### src/rtl/icache_dm_ctrl_if.sv
// Core-side fetch and memory-side refill signals of the direct-mapped instruction cache.
// The cache uses the slave modport; the core/memory environment uses master.
interface icache_dm_ctrl_if #(
  parameter int WORDS_PER_LINE = 4
);
  logic                          cpu_req;
  logic [31:0]                   cpu_addr;
  logic                          flush;
  logic [31:0]                   cpu_instr;
  logic                          cpu_valid;
  logic                          cpu_err;
  logic                          cpu_stall;
  logic                          mem_req;
  logic [31:0]                   mem_addr;
  logic                          mem_ready;
  logic [32*WORDS_PER_LINE-1:0]  mem_line;
  logic [31:0]                   hit_count;
  logic [31:0]                   miss_count;

  modport slave (
    input  cpu_req, cpu_addr, flush, mem_ready, mem_line,
    output cpu_instr, cpu_valid, cpu_err, cpu_stall, mem_req, mem_addr,
           hit_count, miss_count
  );

  modport master (
    output cpu_req, cpu_addr, flush, mem_ready, mem_line,
    input  cpu_instr, cpu_valid, cpu_err, cpu_stall, mem_req, mem_addr,
           hit_count, miss_count
  );
endinterface

### src/rtl/icache_dm_ctrl.sv
// Direct-mapped instruction cache controller with whole-line refill.
// Define ICACHE_STATS_EN to build saturating hit/miss counters; otherwise they read 0.
//
// state  | meaning
// IDLE   | accepting fetches; hits answered next cycle, misses start a refill
// REFILL | mem_req held, waiting for mem_ready to write the line
module icache_dm_ctrl #(
  parameter int NUM_LINES      = 8,
  parameter int WORDS_PER_LINE = 4
) (
  input logic             clk,
  input logic             rst_n,
  icache_dm_ctrl_if.slave bus
);
  localparam int WB = $clog2(WORDS_PER_LINE);
  localparam int IB = $clog2(NUM_LINES);
  localparam int TB = 30 - WB - IB;

  typedef enum logic {IDLE, REFILL} state_t;

  state_t state, state_nxt;

  logic [1:0]    a_off;
  logic [WB-1:0] a_word;
  logic [IB-1:0] a_idx;
  logic [TB-1:0] a_tag;

  logic [NUM_LINES-1:0]         line_valid;
  logic [TB-1:0]                line_tag  [NUM_LINES];
  logic [32*WORDS_PER_LINE-1:0] line_data [NUM_LINES];

  logic [TB-1:0] fill_tag;
  logic [IB-1:0] fill_idx;
  logic [WB-1:0] fill_word;
  logic          mem_req_q;
  logic [31:0]   instr_q;
  logic          valid_q;
  logic          err_q;

  logic do_hit, do_miss, do_fill, do_err;

  assign a_off  = bus.cpu_addr[1:0];
  assign a_word = bus.cpu_addr[2 +: WB];
  assign a_idx  = bus.cpu_addr[2+WB +: IB];
  assign a_tag  = bus.cpu_addr[31 -: TB];

  always_comb begin
    state_nxt = state;
    do_hit    = 1'b0;
    do_miss   = 1'b0;
    do_fill   = 1'b0;
    do_err    = 1'b0;
    case (state)
      IDLE: begin
        if (bus.cpu_req) begin
          if (a_off != 2'b00) begin
            do_err = 1'b1;
          end else if (!bus.flush && line_valid[a_idx] && (line_tag[a_idx] == a_tag)) begin
            do_hit = 1'b1;
          end else begin
            // a flush in the same cycle invalidates the line, so it counts as a miss
            do_miss   = 1'b1;
            state_nxt = REFILL;
          end
        end
      end
      REFILL: begin
        if (bus.mem_ready) begin
          do_fill   = 1'b1;
          state_nxt = IDLE;
        end
      end
      default: state_nxt = IDLE;
    endcase
  end

  always_ff @(posedge clk or negedge rst_n) begin
    if (!rst_n) state <= IDLE;
    else        state <= state_nxt;
  end

  always_ff @(posedge clk or negedge rst_n) begin
    if (!rst_n) begin
      line_valid <= '0;
      fill_tag   <= '0;
      fill_idx   <= '0;
      fill_word  <= '0;
      mem_req_q  <= 1'b0;
      instr_q    <= '0;
      valid_q    <= 1'b0;
      err_q      <= 1'b0;
    end else begin
      valid_q <= do_hit | do_fill;
      err_q   <= do_err;
      if (do_hit)
        instr_q <= line_data[a_idx][{a_word, 5'd0} +: 32];
      if (do_fill)
        instr_q <= bus.mem_line[{fill_word, 5'd0} +: 32];
      if (do_miss) begin
        mem_req_q <= 1'b1;
        fill_tag  <= a_tag;
        fill_idx  <= a_idx;
        fill_word <= a_word;
      end
      if (do_fill)
        mem_req_q <= 1'b0;
      // flush first so an in-flight refill still leaves its own line valid
      if (bus.flush)
        line_valid <= '0;
      if (do_fill)
        line_valid[fill_idx] <= 1'b1;
    end
  end

  always_ff @(posedge clk) begin
    if (do_fill) begin
      line_data[fill_idx] <= bus.mem_line;
      line_tag[fill_idx]  <= fill_tag;
    end
  end

  assign bus.cpu_instr = instr_q;
  assign bus.cpu_valid = valid_q;
  assign bus.cpu_err   = err_q;
  assign bus.cpu_stall = (state == REFILL);
  assign bus.mem_req   = mem_req_q;
  assign bus.mem_addr  = {fill_tag, fill_idx, {(WB+2){1'b0}}};

`ifdef ICACHE_STATS_EN
  logic [31:0] hit_cnt, miss_cnt;

  always_ff @(posedge clk or negedge rst_n) begin
    if (!rst_n) begin
      hit_cnt  <= '0;
      miss_cnt <= '0;
    end else begin
      if (do_hit && (hit_cnt != 32'hFFFF_FFFF))
        hit_cnt <= hit_cnt + 32'd1;
      if (do_miss && (miss_cnt != 32'hFFFF_FFFF))
        miss_cnt <= miss_cnt + 32'd1;
    end
  end

  assign bus.hit_count  = hit_cnt;
  assign bus.miss_count = miss_cnt;
`else
  assign bus.hit_count  = '0;
  assign bus.miss_count = '0;
`endif
endmodule

### src/flat_wrapper.sv
// flat-port wrapper written by rule: the top's interface ports become plain ports
module icache_dm_ctrl_flat 
#(
  parameter int NUM_LINES      = 8,
  parameter int WORDS_PER_LINE = 4
)
  (clk, rst_n, bus_cpu_req, bus_cpu_addr, bus_flush, bus_mem_ready, bus_mem_line, bus_cpu_instr, bus_cpu_valid, bus_cpu_err, bus_cpu_stall, bus_mem_req, bus_mem_addr, bus_hit_count, bus_miss_count);
  icache_dm_ctrl_if #(.WORDS_PER_LINE(WORDS_PER_LINE)) bus_i ();
  input logic clk;
  input logic rst_n;
  input wire logic [$bits(bus_i.cpu_req)-1:0] bus_cpu_req;
  input wire logic [$bits(bus_i.cpu_addr)-1:0] bus_cpu_addr;
  input wire logic [$bits(bus_i.flush)-1:0] bus_flush;
  input wire logic [$bits(bus_i.mem_ready)-1:0] bus_mem_ready;
  input wire logic [$bits(bus_i.mem_line)-1:0] bus_mem_line;
  output wire logic [$bits(bus_i.cpu_instr)-1:0] bus_cpu_instr;
  output wire logic [$bits(bus_i.cpu_valid)-1:0] bus_cpu_valid;
  output wire logic [$bits(bus_i.cpu_err)-1:0] bus_cpu_err;
  output wire logic [$bits(bus_i.cpu_stall)-1:0] bus_cpu_stall;
  output wire logic [$bits(bus_i.mem_req)-1:0] bus_mem_req;
  output wire logic [$bits(bus_i.mem_addr)-1:0] bus_mem_addr;
  output wire logic [$bits(bus_i.hit_count)-1:0] bus_hit_count;
  output wire logic [$bits(bus_i.miss_count)-1:0] bus_miss_count;
  assign bus_i.cpu_req = bus_cpu_req;
  assign bus_i.cpu_addr = bus_cpu_addr;
  assign bus_i.flush = bus_flush;
  assign bus_i.mem_ready = bus_mem_ready;
  assign bus_i.mem_line = bus_mem_line;
  assign bus_cpu_instr = bus_i.cpu_instr;
  assign bus_cpu_valid = bus_i.cpu_valid;
  assign bus_cpu_err = bus_i.cpu_err;
  assign bus_cpu_stall = bus_i.cpu_stall;
  assign bus_mem_req = bus_i.mem_req;
  assign bus_mem_addr = bus_i.mem_addr;
  assign bus_hit_count = bus_i.hit_count;
  assign bus_miss_count = bus_i.miss_count;
  icache_dm_ctrl #(.NUM_LINES(NUM_LINES), .WORDS_PER_LINE(WORDS_PER_LINE)) u_core (.clk(clk), .rst_n(rst_n), .bus(bus_i));
endmodule
### config.mk
export PLATFORM = sky130hd
export DESIGN_NAME = icache_dm_ctrl_flat
export DESIGN_NICKNAME = d
export VERILOG_FILES = /design/src/rtl/icache_dm_ctrl_if.sv /design/src/rtl/icache_dm_ctrl.sv /design/src/flat_wrapper.sv
export SDC_FILE = /design/constraint.sdc
export NUM_CORES = 1
export LEC_CHECK = 0
export ABC_AREA = 1
export CORE_MARGIN = 2
export CORE_UTILIZATION = 40
export DETAILED_ROUTE_END_ITERATION = 6
export HOLD_SLACK_MARGIN = 0.08
export PLACE_DENSITY = 0.66
export SLEW_MARGIN = 30
export SYNTH_ARGS = -nofsm -noshare
export SYNTH_HDL_FRONTEND = slang
export SYNTH_SLANG_ARGS = --single-unit
### constraint.sdc
create_clock -name clk -period 14.5 [get_ports clk]
set_input_delay 1.45 -clock clk [delete_from_list [all_inputs] [get_ports clk]]
set_output_delay 1.45 -clock clk [all_outputs]
set_load 0.03 [all_outputs]
Yosys cells after proc, flatten, opt, wreduce, memory -nomap -nowiden
Memory sizes are Yosys's and may differ from the RTL's.
Cells that the tools add are included.
W data, S select, Z words.
{"block": "op_classes", "magnitude_cmp": 3, "eq_ne": 1, "n_shift": 2, "mux": 27, "bitwise": 3, "reduce_logical": 7}
{"op": "$shiftx A128 B8 Y32", "count": 2}
{"op": "$mux W32", "count": 2}
{"op": "$eq A25 B25 Y1", "count": 1}
{"op": "$mux W1", "count": 20}
{"op": "$mux W8", "count": 2}
{"op": "$lt A3 B4 Y1 const B", "count": 2}
{"op": "$or A8 B8 Y8", "count": 1}
{"op": "$reduce_bool A2 Y1", "count": 3}
{"op": "$bmux W1 S3", "count": 1}
{"op": "$demux W1 S3", "count": 1}
{"op": "$ge A3 B1 Y1 const B", "count": 1}
{"op": "$logic_and A1 B1 Y1", "count": 3}
{"op": "$pmux W1 S2", "count": 1}
{"op": "$logic_not A1 Y1", "count": 1}
{"op": "$not A1 Y1", "count": 1}
{"op": "$or A1 B1 Y1", "count": 1}
{"block": "word_totals", "register_bits": 74, "mem_bits_rw": 1224, "inputBits": 165, "output_inout_bits": 132, "mem_count": 2}
{"memory": "u_core.line_data", "depth": 8, "width": 128, "read_ports": 1, "rd_clocked_by_memory_dff": 0, "wr": 1, "line": "icache_dm_ctrl.sv:30", "text": "logic [32*WORDS_PER_LINE-1:0] line_data [NUM_LINES];"}
{"memory": "u_core.line_tag", "depth": 8, "width": 25, "read_ports": 1, "rd_clocked_by_memory_dff": 0, "wr": 1, "line": "icache_dm_ctrl.sv:29", "text": "logic [TB-1:0] line_tag [NUM_LINES];"}

Logic depth before layout (Yosys ltp)
Gate-level depths: netlist of run 1.
{"block": "depth", "depth_word": 10, "ltp_mapped": 20}

Least setup slack after synthesis of run 1
OpenSTA, ideal clock, no wires.
{"block": "synth_timing", "kind": "in2reg", "startpoint": "input port bus_mem_ready", "endpoint": "memory u_core.line_data[0][0] (netlist name), enable pin", "setup_time_ns": 0.668, "t_arrival_ns": 8.347, "t_required_ns": 13.832, "path_slack_ns": 5.485, "stages": 4, "n_path_buf": 1, "cell_sequence": "nand2_1 or2_2 clkbuf_1 nor2_1"}
{"block": "synth_via", "elab_chain_cells": 4}
{"element": "start: declaration", "line": "flat_wrapper.sv:14", "text": "input wire logic [$bits(bus_i.mem_ready)-1:0] bus_mem_ready;"}
{"element": "$mux W1", "line": "icache_dm_ctrl.sv:68", "text": "if (bus.mem_ready) begin"}
{"element": "$mux W1", "line": "icache_dm_ctrl.sv:53", "text": "case (state)"}
{"element": "$mux W1", "line": "icache_dm_ctrl.sv:116", "text": "if (do_fill) begin"}
{"element": "$mux W1 (not written as such)", "line": "icache_dm_ctrl.sv:117", "text": "line_data[fill_idx] <= bus.mem_line;"}
{"element": "end: declaration", "line": "icache_dm_ctrl.sv:30"}
Every way passes these cells.

Worst setup path in the final report of run 1
{"block": "layout_timing", "startpoint": "input port bus_mem_ready", "endpoint": "memory u_core.line_data[7][103] (netlist name), enable pin"}
Same word-level chain as after synthesis.

==> impl_metrics.py, run 1 <==
metrics = {
    "status": {
        "status": "finished, final reports clean",
    },
    "floorplanning": {
        "die_w_um": 369,
        "die_area_um2": 136000,
        "io_pins": 297,
        "die_h_um": 369,
        "initial_core_util_pct": 40.4,
        "coreArea_um2": 132000,
        "num_rows": 133,
    },
    "timing": {
        "tns_ns": 0,
        "fin_skew_ns": 0.0381,
        "layout_setup_ws_ns": 9.08,
        "hold_violations": 0,
        "fin_crit_sh_pct": 37.4,
        "maxSlewHeadroom_pct": 31.8,
        "finalCriticalPeriod_ns": 5.42,
        "setup_viol": 0,
        "rsz0062_at_grt": "false",
        "fmax_mhz": 185,
        "final_max_slew_viol_count": 0,
        "tightest_slew_ns": 1.02,
    },
    "clock_network": {
        "cts_made_buffers": 137,
        "clock_path_buffers": 3,
        "cts_tree": "built",
        "cts-htree-levels": 4,
        "post_cts_resize_count": 0,
        "hold_buffers": 0,
        "cts_root_buffer": "clkbuf_16",
        "clk_latency_ns": 0.77,
        "clk_pin_slew_worst_paths_ns": 0.06,
        "numClockSinks": 1298,
        "cts_setup_buffers": 0,
    },
    "layout": {
        "final_cell_mix": "edfxtp_1 (1224), nor2_1 (708), o21ai_0 (632), nand2_1 (446), nand3_1 (323)",
        "final_common_cell": "edfxtp_1",
        "syn_to_final_growth_pct": 14.7,
        "fillers": 11516,
        "seq_area_um2": 38600,
        "post-route-util_pct": 46.3,
        "nNetsFinal": 4627,
        "fin_area_um2": 61000,
        "multi_input_area_um2": 12300,
        "drive_gt1_share_pct": 5.66,
        "layout.cells.non_filler": 6336,
    },
    "hold_path": {
        "worstHoldPathType": "flip-flop to flip-flop",
    },
    "worst_setup_path": {
        "critPathCaptureType": "flip-flop",
        "cp.required_ns": 14.89,
        "critPathKind": "input port to flip-flop",
        "crit_fanout": 47,
        "worstPathArrival_ns": 5.81,
        "cp-start-kind": "input port",
    },
    "placed_design": {
        "portBuffers": 228,
        "place_inst": 6075,
        "place_area_um2": 56600,
        "place_congestion": 0.783,
        "dp_hpwl_mm": 77.2,
        "dp_slack_ns": 8.36,
    },
    "drt": {
        "drc_errors": 0,
        "vias": 35864,
        "wl_per_cell_um": 23.6,
        "first_iter_violations": 3899,
        "wl_mm": 150,
        "viasPerCell": 5.66,
        "firstDrtPassIters": 6,
        "postRouteAntennaNets": 0,
    },
    "synth": {
        "ys_ff_latch": 1298,
        "ys_types": 28,
        "syn_area_um2": 53200,
        "synth_top_area_share_pct": 69.1,
        "synth_area_leader_cell": "edfxtp_1",
        "ys_top_cells_by_area": "edfxtp_1 (69%), o21ai_0 (5.9%), nor2_1 (5.1%)",
        "ys_warn_count": 0,
        "syn_area_per_cell_um2": 12.2,
        "yosysSeqAreaShare_pct": 72.6,
        "synth_cells": 4350,
    },
    "global_route": {
        "grt_overflow": 0,
        "antenna_found_initial": 35,
        "grt_start_max_net_pins": 243,
        "track_usage_pct": 21.6,
        "grt_pass1_vias": 33503,
        "grt_pass1_wl_mm": 220,
    },
    "power": {
        "powerDensity_nw_per_um2": 140,
        "p_leak_nw": 20.8,
        "ir_drop_mv": 0.0997,
    },
    "flow_run": {
        "cap_violations": 0,
    },
}
flip-flops by register name, indices dropped and copies added, names as in the netlist:
register / cells
u_core.line_data: 1024
u_core.line_tag: 200
u_core.bus.cpu_instr: 32
u_core.fill_tag: 25
u_core.line_valid: 8
u_core.fill_idx: 3
u_core.fill_word: 2
u_core.bus.cpu_err: 1
u_core.bus.cpu_stall: 1
u_core.bus.cpu_valid: 1
u_core.bus.mem_req: 1
through the flow:
| stage | power, mW | hold WS (ns) |
|---|---|---|
| floorplan | 4.87 | 0.448 |
| finish | 8.54 | 0.487 |
| detailed placement | 5.27 | 0.469 |
| CTS | 8.58 | 0.484 |
| global placement | 5.26 | 0.468 |
| global route | 8.81 | 0.515 |
cell type report:
cell class | count | share of cell area [%]
Sequential cell | 1298 | 63.3
Inverter | 176 | 1.13
Multi-Input combinational cell | 2572 | 20.2
Timing Repair Buffer | 277 | 4.75
Tap cell | 1755 | 3.60
Clock inverter | 55 | 0.780
Antenna cell | 9 | 0.0369
Clock buffer | 194 | 6.18
cells in the mapped netlist, drive strengths merged:
master / n
o21a: 6
o211ai: 26
nand3: 324
buf: 185
edfxtp: 1224
o221ai: 178
dfrtp: 74
a21oi: 57
nand2: 449
nor4: 1
nor3: 1
a31o: 18
o21ai: 667
clkbuf: 186
clkinv: 2
nor2: 716
inv: 174
conb: 1
or2: 1
o22ai: 60
cells by family after synthesis:
logic type,synth area share (%)
simple gates,11.3
buf+inv,4.85
compound gates,11.2
flops,72.6
other cells,0.00705
where the power goes:
part           total, mW  switching (mW)  internal, mW
sequential          4.35           0.116          4.24
clock               3.34            1.46          1.88
combinational      0.849           0.592         0.257
total               8.54            2.16          6.37
final timing paths:
check | startpoint | end | slack, ns | depth (start not counted)
setup / recovery | bus_mem_ready | u_core.line_data[7][103] | 9.08 | 7
setup reg to reg | u_core.bus.cpu_stall | u_core.line_data[7][103] | 9.83 | 6
hold / removal | u_core.line_valid[7] | u_core.line_valid[7] | 0.49 | 2
min in group asynchronous | rst_n | u_core.fill_tag[13] | 0.59 | 1
hold reg to reg | u_core.line_valid[7] | u_core.line_valid[7] | 0.49 | 2
max in group asynchronous | rst_n | u_core.fill_word[0] | 12.83 | 2
worst max-delay path, stage by stage:
cell and delay [ns]:
clkdlybuf4s50_1 0.53, nand2_4 0.25, inv_1 0.80, nand2_1 0.52, nor2_4 0.60, buf_4 0.75, buf_4 0.76
layer usage:
| metal | part of all wire [%] | vias to the layer above | track usage (%) | routed length, µm |
|---|---|---|---|---|
| met4 | 2.3 | 32 | 7.07 | 3510 |
| met1 | 42 | 17854 | 30.3 | 62700 |
| met2 | 46 | 1825 | 33.1 | 68600 |
| li1 | - | 15879 | - | - |
| met3 | 9.8 | 274 | 5.10 | 14600 |
| met5 | 0.15 | - | 0 | 224 |
Note: power is estimated with default switching activity, not from simulation.
==> run 2: changes to the inputs <==
--- a/config.mk
+++ b/config.mk
@@ -10,7 +10,7 @@
 export CORE_UTILIZATION = 40
 export DETAILED_ROUTE_END_ITERATION = 6
 export HOLD_SLACK_MARGIN = 0.08
-export PLACE_DENSITY = 0.66
+export PLACE_DENSITY = 0.68
 export SLEW_MARGIN = 30
 export SYNTH_ARGS = -nofsm -noshare
 export SYNTH_HDL_FRONTEND = slang
==> constraint.sdc (replaced) <==
create_clock -name clk -period 4.75 [get_ports clk]
set_input_delay 0.475 -clock clk [delete_from_list [all_inputs] [get_ports clk]]
set_output_delay 0.475 -clock clk [all_outputs]
set_load 0.03 [all_outputs]
==> run 2 against run 1 <==
  * The run now ends with design-rule violations left
  * Clock power grew to 3.1 times the previous value
  * Register-to-register slack got worse by 7.9 ns
  * Core utilization rose by 0.37 points
  * Sequential share of layout area down 0.50 points
  * Die area is the same
  * Cell count is 0.38% higher
  * Sequential cell count did not move
  * Clock-buffer cell count rose by 6
  * Critical path depth rose by 9
  * Total power rose to 3.1 times the previous value
  * Critical endpoint is now u_core.fill_idx[1]
==> impl_metrics.py, run 2 (synthesized netlist as in run 1, its figures left out) <==
metrics = {
    "power": {
        "p_int_mw": 19.6,
        "combPwrFrac_pct": 10.1,
        "ir_drop_mv": 0.274,
        "clock_power_share_pct": 39.2,
        "p_switching_mw": 6.52,
        "p_leak_nw": 21.0,
        "p_sw_share_pct": 25.0,
        "powerDensity_nw_per_um2": 425,
        "p_total_mw": 26.1,
        "power_frac_seq_pct": 50.7,
    },
    "timing": {
        "fin_crit_sh_pct": 60.7,
        "fmax_mhz": 347,
        "hold_violations": 0,
        "holdWs_ns": 0.286,
        "fin_skew_ns": 0.0394,
        "finalCriticalPeriod_ns": 2.88,
        "maxSlewHeadroom_pct": 25.8,
        "rsz0062_at_grt": "false",
        "layout_setup_ws_ns": 1.87,
        "final_max_slew_viol_count": 0,
        "setup_viol": 0,
        "tightest_slew_ns": 1.11,
    },
    "floorplanning": {
        "die_w_um": 369,
        "initial_core_util_pct": 40.4,
        "coreArea_um2": 132000,
        "die_h_um": 369,
        "io_pins": 297,
        "num_rows": 133,
        "die_area_um2": 136000,
    },
    "clock_network": {
        "clk_latency_ns": 0.79,
        "cts_root_buffer": "clkbuf_16",
        "cts-htree-levels": 4,
        "numClockSinks": 1298,
        "clock_path_buffers": 3,
        "clk_pin_slew_worst_paths_ns": 0.06,
        "post_cts_resize_count": 0,
        "cts_made_buffers": 137,
        "cts_tree": "built",
    },
    "drt": {
        "wl_mm": 151,
        "wl_per_cell_um": 23.7,
        "viasPerCell": 5.64,
        "drc_errors": 3,
        "first_iter_violations": 4404,
        "postRouteAntennaNets": 0,
        "firstDrtPassIters": 7,
        "vias": 35853,
    },
    "layout": {
        "syn_to_final_growth_pct": 15.6,
        "nNetsFinal": 4651,
        "top_register": "u_core.line_data",
        "largest_reg_flops": 1024,
        "final_common_cell": "edfxtp_1",
        "final_cell_mix": "edfxtp_1 (1224), nor2_1 (708), o21ai_0 (632), nand2_1 (446), nand3_1 (323)",
        "drive_gt1_share_pct": 6.03,
    },
    "placed_design": {
        "dp_slack_ns": 1.13,
        "place_congestion": 0.801,
        "portBuffers": 228,
        "dp_hpwl_mm": 78.9,
    },
    "global_route": {
        "antenna_found_initial": 32,
        "track_usage_pct": 21.7,
        "grt_start_max_net_pins": 234,
        "grt_overflow": 0,
        "grt_pass1_vias": 33666,
        "grt_pass1_wl_mm": 221,
    },
    "worst_setup_path": {
        "reg2reg_depth": 4,
        "critical_path.top_delay_family": "simple AND/OR/NAND/NOR gates",
        "worstPathArrival_ns": 3.49,
        "critPathCaptureType": "flip-flop",
        "regToRegSetupSlack_ns": 1.89,
        "cp_common_cell": "nand2_1",
        "slowest_delay_ns": 0.51,
        "reg2reg_to": "u_core.line_tag[4][0]",
        "cp.required_ns": 5.36,
        "crit_fanout": 94,
        "cp-start-kind": "input port",
        "crit_buf_inv": 4,
        "critPathKind": "input port to flip-flop",
        "r2r-start": "u_core.bus.cpu_stall",
        "worstPathCellList": "clkbuf_8 > inv_8 > nand3_1 > nand2_1 > nand2_1 > nand3_1 > nand2_1 > inv_1 > nand2_1 > nor2_1 > nand2_1 > nor2_1 > nand2_1 > nand2_2 > buf_12 > o21ai_0",
        "cpMaxStageDelayCell": "inv_8",
    },
    "hold_path": {
        "whs_path_depth": 3,
        "worstHoldEndpoint": "u_core.bus.cpu_err",
        "hp-start": "bus_cpu_req",
        "worstHoldPathType": "input port to flip-flop",
    },
    "flow_run": {
        "cap_violations": 0,
    },
    "status": {
        "violations": "design-rule violations",
        "status": "complete, but fails checks",
    },
}
-- run 2: cell count changes in the layout (fill, tap and decap cells not counted), sizes merged, moves of 2 or more --
cell	change
buf	+22
clkbuf	+7
clkinvlp	-2
inv	-4
clkinv	-2
-- run 2: how the worst max path moves through the flow --
| stage | depth (start not counted) | to | slack (ns) | startpoint |
|---|---|---|---|---|
| 2_1_floorplan | 4 | u_core.line_data[0][0] | -0.88 | u_core.bus.cpu_stall |
| 3_3_place_gp | 11 | u_core.bus.cpu_instr[25] | 1.18 | bus_cpu_addr[5] |
| 3_5_place_dp | 17 | u_core.bus.cpu_instr[20] | 1.13 | bus_cpu_addr[5] |
| 4_1_cts | 5 | u_core.line_data[7][8] | 1.78 | u_core.bus.cpu_stall |
| 5_1_grt | 17 | u_core.fill_tag[22] | 1.58 | bus_cpu_addr[4] |
| 6_report | 16 | u_core.fill_idx[1] | 1.87 | bus_cpu_addr[5] |
-- run 2: per-layer routing --
layer	up-vias	track usage, %	share of wire, %
li1	15918	-	-
met1	17728	29.6	41
met2	1877	34.1	47
met3	304	5.23	9.8
met4	26	7.45	2.7
met5	-	0	0.11
-- run 2: cell type report --
class | count | area, µm²
Sequential cell | 1298 | 38600
Timing Repair Buffer | 301 | 3330
Inverter | 176 | 686
Tap cell | 1755 | 2200
Antenna cell | 10 | 25.0
Clock inverter | 48 | 465
Fill cell | 11500 | 70200
Multi-Input combinational cell | 2572 | 12300
Clock buffer | 200 | 3820
-- run 2: worst reg2reg max path: stages (launching register included) --
cell and delay, ns:
dfrtp_1 0.44, nand2_4 0.30, or2_2 0.55, nor2_4 0.68
buf_4 0.52
-- run 2: metrics by stage --
stage | utilization, % | instance area, µm² | setup TNS [ns] | std cells
finish | 46.7 | 61400 | 0 | 6360
global route | 46.7 | 61400 | 0 | 6355
CTS | 46.6 | 61300 | 0 | 6346
detailed placement | 43.3 | 57000 | 0 | 6097
global placement | 43.3 | 57000 | 0 | 6096
floorplan | - | 53400 | -1004.35 | 4417
-- run 2: power groups by stage --
| stage | Combinational, mW | Sequential (mW) | Clock (mW) |
|---|---|---|---|
| after CTS | 2.63 | 13.2 | 10.3 |
| after detailed placement | 2.61 | 13.5 | 0 |
| after global routing | 2.84 | 13.3 | 10.8 |
| after floorplan | 1.24 | 13.6 | 0 |
| after global placement | 2.57 | 13.5 | 0 |
| final | 2.65 | 13.2 | 10.2 |
-- run 2: repair_timing --
| item | in CTS | in global routing |
|---|---|---|
| endpoints found under the hold margin | 31 | 0 |
| buffers inserted | 0 | 0 |
| hold buffers | 1 | 0 |
